## config.mk

```make
export PLATFORM = sky130hd
export DESIGN_NAME = cell_byte_feeder
export DESIGN_NICKNAME = d
export VERILOG_FILES = /design/src/rtl/cell_feeder_pkg.sv /design/src/rtl/button_debouncer.sv /design/src/rtl/cell_byte_feeder.sv
export SDC_FILE = /design/constraint.sdc
export NUM_CORES = 1
export LEC_CHECK = 0
export BUFFER_PORTS_ARGS = -buffer_cell sky130_fd_sc_hd__buf_4
export CORE_ASPECT_RATIO = 0.7
export CORE_UTILIZATION = 40
export CTS_CLUSTER_DIAMETER = 100
export DETAILED_ROUTE_END_ITERATION = 10
export GPL_ROUTABILITY_DRIVEN = 0
export HOLD_SLACK_MARGIN = 0.05
export SLEW_MARGIN = 5
export SYNTH_ARGS = -nofsm -noshare
export SYNTH_HDL_FRONTEND = slang
export SYNTH_HIERARCHICAL = 1
export SYNTH_SLANG_ARGS = --single-unit
```

## constraint.sdc

```tcl
create_clock -name clk -period 2.4 [get_ports clk]
set_input_delay 0.48 -clock clk [delete_from_list [all_inputs] [get_ports clk]]
set_output_delay 0.48 -clock clk [all_outputs]
set_load 0.01 [all_outputs]
```

## src/rtl/cell_feeder_pkg.sv

```systemverilog
// cell_feeder_pkg
//   Shared types and constants for the cell byte feeder.
//   - feeder_state_t : FSM state encoding (IDLE, READ, EMIT)
//   - CELLS_H/CELLS_V: display grid, CELL_COUNT_DEFAULT cells per full screen
//   - width_for()    : counter width able to hold 0..max_value (never 0)
package cell_feeder_pkg;

   typedef enum logic [1:0] {
      IDLE = 2'd0,
      READ = 2'd1,
      EMIT = 2'd2
   } feeder_state_t;

   localparam int CELLS_H            = 36;
   localparam int CELLS_V            = 20;
   localparam int CELL_COUNT_DEFAULT = CELLS_H * CELLS_V;

   // Width of an unsigned counter that must reach max_value. A 1-bit
   // floor keeps degenerate parameter choices from producing zero-width
   // vectors.
   function automatic int width_for(input int max_value);
      int w;
      w = $clog2(max_value + 1);
      if (w < 1) begin
         w = 1;
      end
      return w;
   endfunction

endpackage

```

## src/rtl/button_debouncer.sv

```systemverilog
// button_debouncer
//   Conditions a raw active-low push-button into a clean level and a
//   single-cycle press pulse.
//   Ports:
//     clk   in  1  system clock
//     rst   in  1  asynchronous, active-high reset
//     raw_n in  1  raw button, active-low, asynchronous to clk
//     level out 1  debounced button level (1 = released)
//     press out 1  one-cycle pulse on each 1->0 change of level
//   Timing: a raw fall held long enough shows up on press after
//   2 synchronizer cycles + DEBOUNCE_CYCLES + 1 edge-detect cycle.
module button_debouncer
   import cell_feeder_pkg::*;
#(
   parameter int DEBOUNCE_CYCLES = 500_000
) (
   input  logic clk,
   input  logic rst,
   input  logic raw_n,
   output logic level,
   output logic press
);

   localparam int                CNT_W    = width_for(DEBOUNCE_CYCLES);
   localparam logic [CNT_W-1:0]  CNT_LAST = CNT_W'(DEBOUNCE_CYCLES - 1);

   logic             sync_1;
   logic             sync_2;
   logic [CNT_W-1:0] stable_cnt;
   logic             level_d;

   // Synchronizer resets to the released value so that reset itself can
   // never look like a press.
   always_ff @(posedge clk or posedge rst) begin
      if (rst) begin
         sync_1 <= 1'b1;
         sync_2 <= 1'b1;
      end else begin
         sync_1 <= raw_n;
         sync_2 <= sync_1;
      end
   end

   // stable_cnt counts consecutive samples that disagree with level; any
   // agreeing sample restarts the count, so bounces shorter than
   // DEBOUNCE_CYCLES never move the level.
   always_ff @(posedge clk or posedge rst) begin
      if (rst) begin
         level      <= 1'b1;
         stable_cnt <= '0;
      end else if (sync_2 == level) begin
         stable_cnt <= '0;
      end else if (stable_cnt == CNT_LAST) begin
         level      <= sync_2;
         stable_cnt <= '0;
      end else begin
         stable_cnt <= stable_cnt + 1'b1;
      end
   end

   // Registered falling-edge detect of the debounced level.
   always_ff @(posedge clk or posedge rst) begin
      if (rst) begin
         level_d <= 1'b1;
         press   <= 1'b0;
      end else begin
         level_d <= level;
         press   <= level_d & ~level;
      end
   end

endmodule

```

## src/rtl/cell_byte_feeder.sv

```systemverilog
// cell_byte_feeder
//   Feeds vga_controller one display cell per accepted button press (or a
//   whole screen per press in burst mode) by reading successive bytes from
//   port B of the character RAM.
//   Ports:
//     clk        in  1           50 MHz system clock
//     rst        in  1           asynchronous, active-high reset
//     btn_n      in  1           raw push-button, active-low, asynchronous
//     burst      in  1           sampled on the accepted press:
//                                1 = CELL_COUNT bytes, 0 = one byte
//     q_b        in  8           RAM port B read data
//     address_b  out ADDR_WIDTH  RAM port B read address
//     byte_out   out 8           byte presented to the controller
//     byte_valid out 1           single-cycle write strobe
//     busy       out 1           FSM is not IDLE
//     state_dbg  out 2           current FSM state, for observation only
//   Strobe semantics: byte_valid is a one-cycle strobe with no ready/back-
//   pressure; byte_out is meaningful exactly in the cycle byte_valid is high
//   and the consumer must take it in that cycle.
//   Latency: press in cycle T -> READ in T+1..T+1+RAM_LATENCY -> strobe in
//   T+2+RAM_LATENCY; burst strobes repeat every RAM_LATENCY+2 cycles.
module cell_byte_feeder
   import cell_feeder_pkg::*;
#(
   parameter int CLK_HZ          = 50_000_000,
   parameter int DEBOUNCE_CYCLES = CLK_HZ / 100,
   parameter int ADDR_WIDTH      = 8,
   parameter int RAM_DEPTH       = 256,
   parameter int RAM_LATENCY     = 2,
   parameter int CELL_COUNT      = CELL_COUNT_DEFAULT
) (
   input  logic                  clk,
   input  logic                  rst,
   input  logic                  btn_n,
   input  logic                  burst,
   input  logic [7:0]            q_b,
   output logic [ADDR_WIDTH-1:0] address_b,
   output logic [7:0]            byte_out,
   output logic                  byte_valid,
   output logic                  busy,
   output feeder_state_t         state_dbg
);

   localparam int                    REM_W     = $clog2(CELL_COUNT + 1);
   localparam int                    LAT_W     = width_for(RAM_LATENCY);
   localparam logic [REM_W-1:0]      REM_BURST = REM_W'(CELL_COUNT);
   localparam logic [REM_W-1:0]      REM_ONE   = REM_W'(1);
   localparam logic [LAT_W-1:0]      LAT_LAST  = LAT_W'(RAM_LATENCY);
   localparam logic [ADDR_WIDTH-1:0] ADDR_LAST = ADDR_WIDTH'(RAM_DEPTH - 1);

   feeder_state_t    state;
   feeder_state_t    state_next;
   logic             press;
   logic             level_unused;
   logic [REM_W-1:0] remaining;
   logic [REM_W-1:0] rem_dec;
   logic [LAT_W-1:0] lat_cnt;
   logic             load_op;
   logic             lat_step;
   logic             capture;
   logic             advance;

   button_debouncer #(
      .DEBOUNCE_CYCLES (DEBOUNCE_CYCLES)
   ) u_debouncer (
      .clk   (clk),
      .rst   (rst),
      .raw_n (btn_n),
      .level (level_unused),
      .press (press)
   );

   assign rem_dec   = remaining - 1'b1;
   assign busy      = (state != IDLE);
   assign state_dbg = state;

   always_ff @(posedge clk or posedge rst) begin
      if (rst) begin
         state <= IDLE;
      end else begin
         state <= state_next;
      end
   end

   // Next state and per-cycle control. byte_valid comes straight from the
   // state register, so an asynchronous reset removes it in the same cycle.
   always_comb begin
      state_next = state;
      load_op    = 1'b0;
      lat_step   = 1'b0;
      capture    = 1'b0;
      advance    = 1'b0;
      byte_valid = 1'b0;
      case (state)
         IDLE: begin
            if (press) begin
               load_op    = 1'b1;
               state_next = READ;
            end
         end
         READ: begin
            // Address is held for RAM_LATENCY+1 cycles; the last one sees
            // valid q_b and captures it.
            if (lat_cnt == LAT_LAST) begin
               capture    = 1'b1;
               state_next = EMIT;
            end else begin
               lat_step = 1'b1;
            end
         end
         EMIT: begin
            byte_valid = 1'b1;
            advance    = 1'b1;
            state_next = (rem_dec == '0) ? IDLE : READ;
         end
         default: begin
            state_next = IDLE;
         end
      endcase
   end

   // Datapath. The address is never cleared between operations so that
   // each new press continues where the previous one stopped.
   always_ff @(posedge clk or posedge rst) begin
      if (rst) begin
         address_b <= '0;
         byte_out  <= '0;
         remaining <= '0;
         lat_cnt   <= '0;
      end else begin
         if (load_op) begin
            remaining <= burst ? REM_BURST : REM_ONE;
         end else if (advance) begin
            remaining <= rem_dec;
         end

         if (capture) begin
            byte_out <= q_b;
            lat_cnt  <= '0;
         end else if (lat_step) begin
            lat_cnt <= lat_cnt + 1'b1;
         end

         // Explicit wrap so RAM_DEPTH need not be a power of two.
         if (advance) begin
            address_b <= (address_b == ADDR_LAST) ? '0 : address_b + 1'b1;
         end
      end
   end

endmodule

```

==> impl_metrics.ini <==
[grt]
grt_pass1_vias = 1917
track_usage_pct = 16.4
grt_max_degree = 31
grt.overflow.total = 0
grt_pass1_wl_um = 9360
antenna_found_initial = 0

[die]
core-area_um2 = 6430
ios = 32
die_area_um2 = 7240
start_util_pct = 42.9
fp.dieW_um = 101
fp.dieH_um = 71.5
num_rows = 24

[final_layout]
instances_no_fill = 378
seqCellArea_um2 = 1360
syn_to_final_growth_pct = 13.7
antenna-diode-count = 0
utilization_pct = 48.8
final_layout_size_suffix_gt1_share_pct = 23.3
fin_nets = 302
n_fill_cell = 628
finalInstanceArea_um2 = 3140
multiInputGateArea_um2 = 1270

[drt]
dr.pass1.iters = 4
drc = 0
ant_nets = 0
drt_iter0_markers = 174
vias_per_cell = 5.18
wl_per_cell_um = 13.5
wl_um = 5110
num_vias = 1957

[clock_network]
root_buffer = clkbuf_8
htreeDepth = 2
post_cts_resized = 0
cts.clk_slew.worst_paths_ns = 0.10
clkSinkCount = 54
insertion_delay_ns = 0.30
cts_buffer_depth = 2
cts_tree = yes
cts-hold-fix-buffers = 0
post_cts_buffers = 0
cts_buffers = 5

[setup_path]
endpoint_kind = output port
crit_fanout = 13
critPathLaunch = state_dbg[1]
start_kind = register
r2r-start = remaining[0]
cp.arrival_ns = 1.56
critPathRequiredTime_ns = 1.92
crit_type = reg -> out

[power]
p_leak_nw = 1.43
power_density_nw_per_um2 = 479
ir_worst_vdd_uv = 239
power.total_mw = 1.50

[sta]
relSlewSlack_pct = 64.4
clock_skew_ns = 0.00593
fin_ws_ns = 0.362
hold_violations = 0
setup_tns_ns = 0
worst_pin_slew_ns = 0.527
hold_ws_ns = 0.193
rsz0062_at_grt = no
max_freq_ghz = 0.491
finalCritPeriodShare_pct = 84.9
drv_slew = 0
min_period_ns = 2.04
setup_viol = 0

[placed_design]
portBuffers = 31
post-place-ws_ns = 0.472
placed_area_um2 = 3040
dpl.cell_count = 370
hpwl_um = 3680

[logic_synthesis]
yosysWarningCount = 6
synthCells = 255
synth-edff-count = 0
netlist_area_um2 = 2760
synth.avg_cell_area_um2 = 10.8
synth-seq-cells = 54
ys_async_sr_fraction_pct = 100
synth_cell_types = 58
ys_seq_area_share_pct = 49.2
synthFlopType = dfrtp_1
syn_nets = 271

[job]
maxCapViolCount = 0

[hold_path]
min_path_type = in -> async

[outcome]
status = finished, final reports clean
path summary, 6_finish.rpt:
path | cells past startpoint | slack (ns) | endpoint
setup / recovery | 2 | 0.36 | byte_valid
hold / removal | 2 | 0.19 | u_debouncer/stable_cnt[1]
setup reg to reg | 6 | 0.43 | remaining[8]
hold reg to reg | 0 | 0.36 | u_debouncer/sync_2
max in group asynchronous | 3 | 1.59 | u_debouncer/sync_1
min in group clk | 1 | 0.28 | u_debouncer/sync_1
cells in the mapped netlist (2+ instances only):
master / n / share of area, %
and3_1: 5 / 1.1
dfrtp_1: 50 / 45
clkbuf_2: 2 / 0.36
mux2_2: 10 / 4.1
nand3_1: 8 / 1.5
buf_2: 2 / 0.36
a22o_1: 5 / 1.6
nor2_1: 26 / 3.5
buf_6: 2 / 0.82
nand4b_1: 4 / 1.3
ha_1: 4 / 1.8
nor2b_1: 5 / 1.1
o31ai_1: 3 / 0.82
o21ai_0: 10 / 1.8
nor3_1: 3 / 0.54
a31oi_1: 3 / 0.68
a21oi_1: 8 / 1.5
nor4_1: 2 / 0.45
nand4_1: 7 / 1.6
and4_1: 3 / 0.95
xnor2_1: 12 / 3.8
clkbuf_8: 2 / 1.0
nand2b_1: 2 / 0.45
o21bai_1: 2 / 0.54
clkbuf_1: 3 / 0.41
nor4_4: 2 / 1.5
inv_1: 7 / 0.95
nand3b_1: 2 / 0.54
nor4b_1: 2 / 0.64
nand2_1: 16 / 2.2
or4b_1: 2 / 0.73
and2_1: 2 / 0.45
dfstp_2: 4 / 3.8
xor2_1: 11 / 3.5
logic make-up after synthesis:
family,Yosys count,synth area share (%)
adders and majority gates,4,1.81
DFF,54,49.2
muxes,13,5.40
and+or+nand+nor,102,22.1
xor gates and xnor gates,23,7.30
buffers and inverters,20,4.90
AOI/OAI and AO/OA,39,9.34
report_power, final:
group          total, mW  switching, mW  internal, mW  leakage [nW]
sequential         0.922        0.00514         0.916         0.717
clock              0.533          0.300         0.233        0.0472
combinational     0.0468         0.0283        0.0185         0.664
worst max-delay path, stage by stage, from the launching register on:
cell     delay [ns]
dfrtp_1        0.59
nor2b_1        0.45
buf_4          0.21
flip-flops by register name, indices dropped and copies added (netlist names), 2 cells and up:
| register | count |
|---|---|
| remaining | 10 |
| state_dbg | 2 |
| byte_out | 8 |
| address_b | 8 |
| u_debouncer/stable_cnt | 19 |
| lat_cnt | 2 |
layout make-up:
type / count / area share [%]
flip-flops and latches: 54 / 43.2
multi-input cells: 181 / 40.4
repair buffers: 37 / 8.86
well taps: 91 / 3.63
clock buffers: 6 / 2.63
inverters: 7 / 0.838
clock inverters: 2 / 0.399
cells in the final DEF, fill, tap and decap left out, types with 5 or more instances in the layout:
cell / instances
nand2_1: 16
nand3_1: 8
nor2b_1: 5
and3_1: 5
nand4_1: 7
clkbuf_8: 6
inv_1: 7
nor2_1: 26
xor2_1: 11
o21ai_0: 10
dfrtp_1: 50
buf_4: 37
mux2_2: 10
a21oi_1: 8
a22o_1: 5
xnor2_1: 12
per-layer routing:
layer / wire length (µm) / GRT usage [%]
met4: 51 / 4.51
met3: 344 / 4.20
met1: 2760 / 25.7
met5: 0 / 0
met2: 1950 / 22.1
Note: power is estimated with default switching activity, not from simulation.
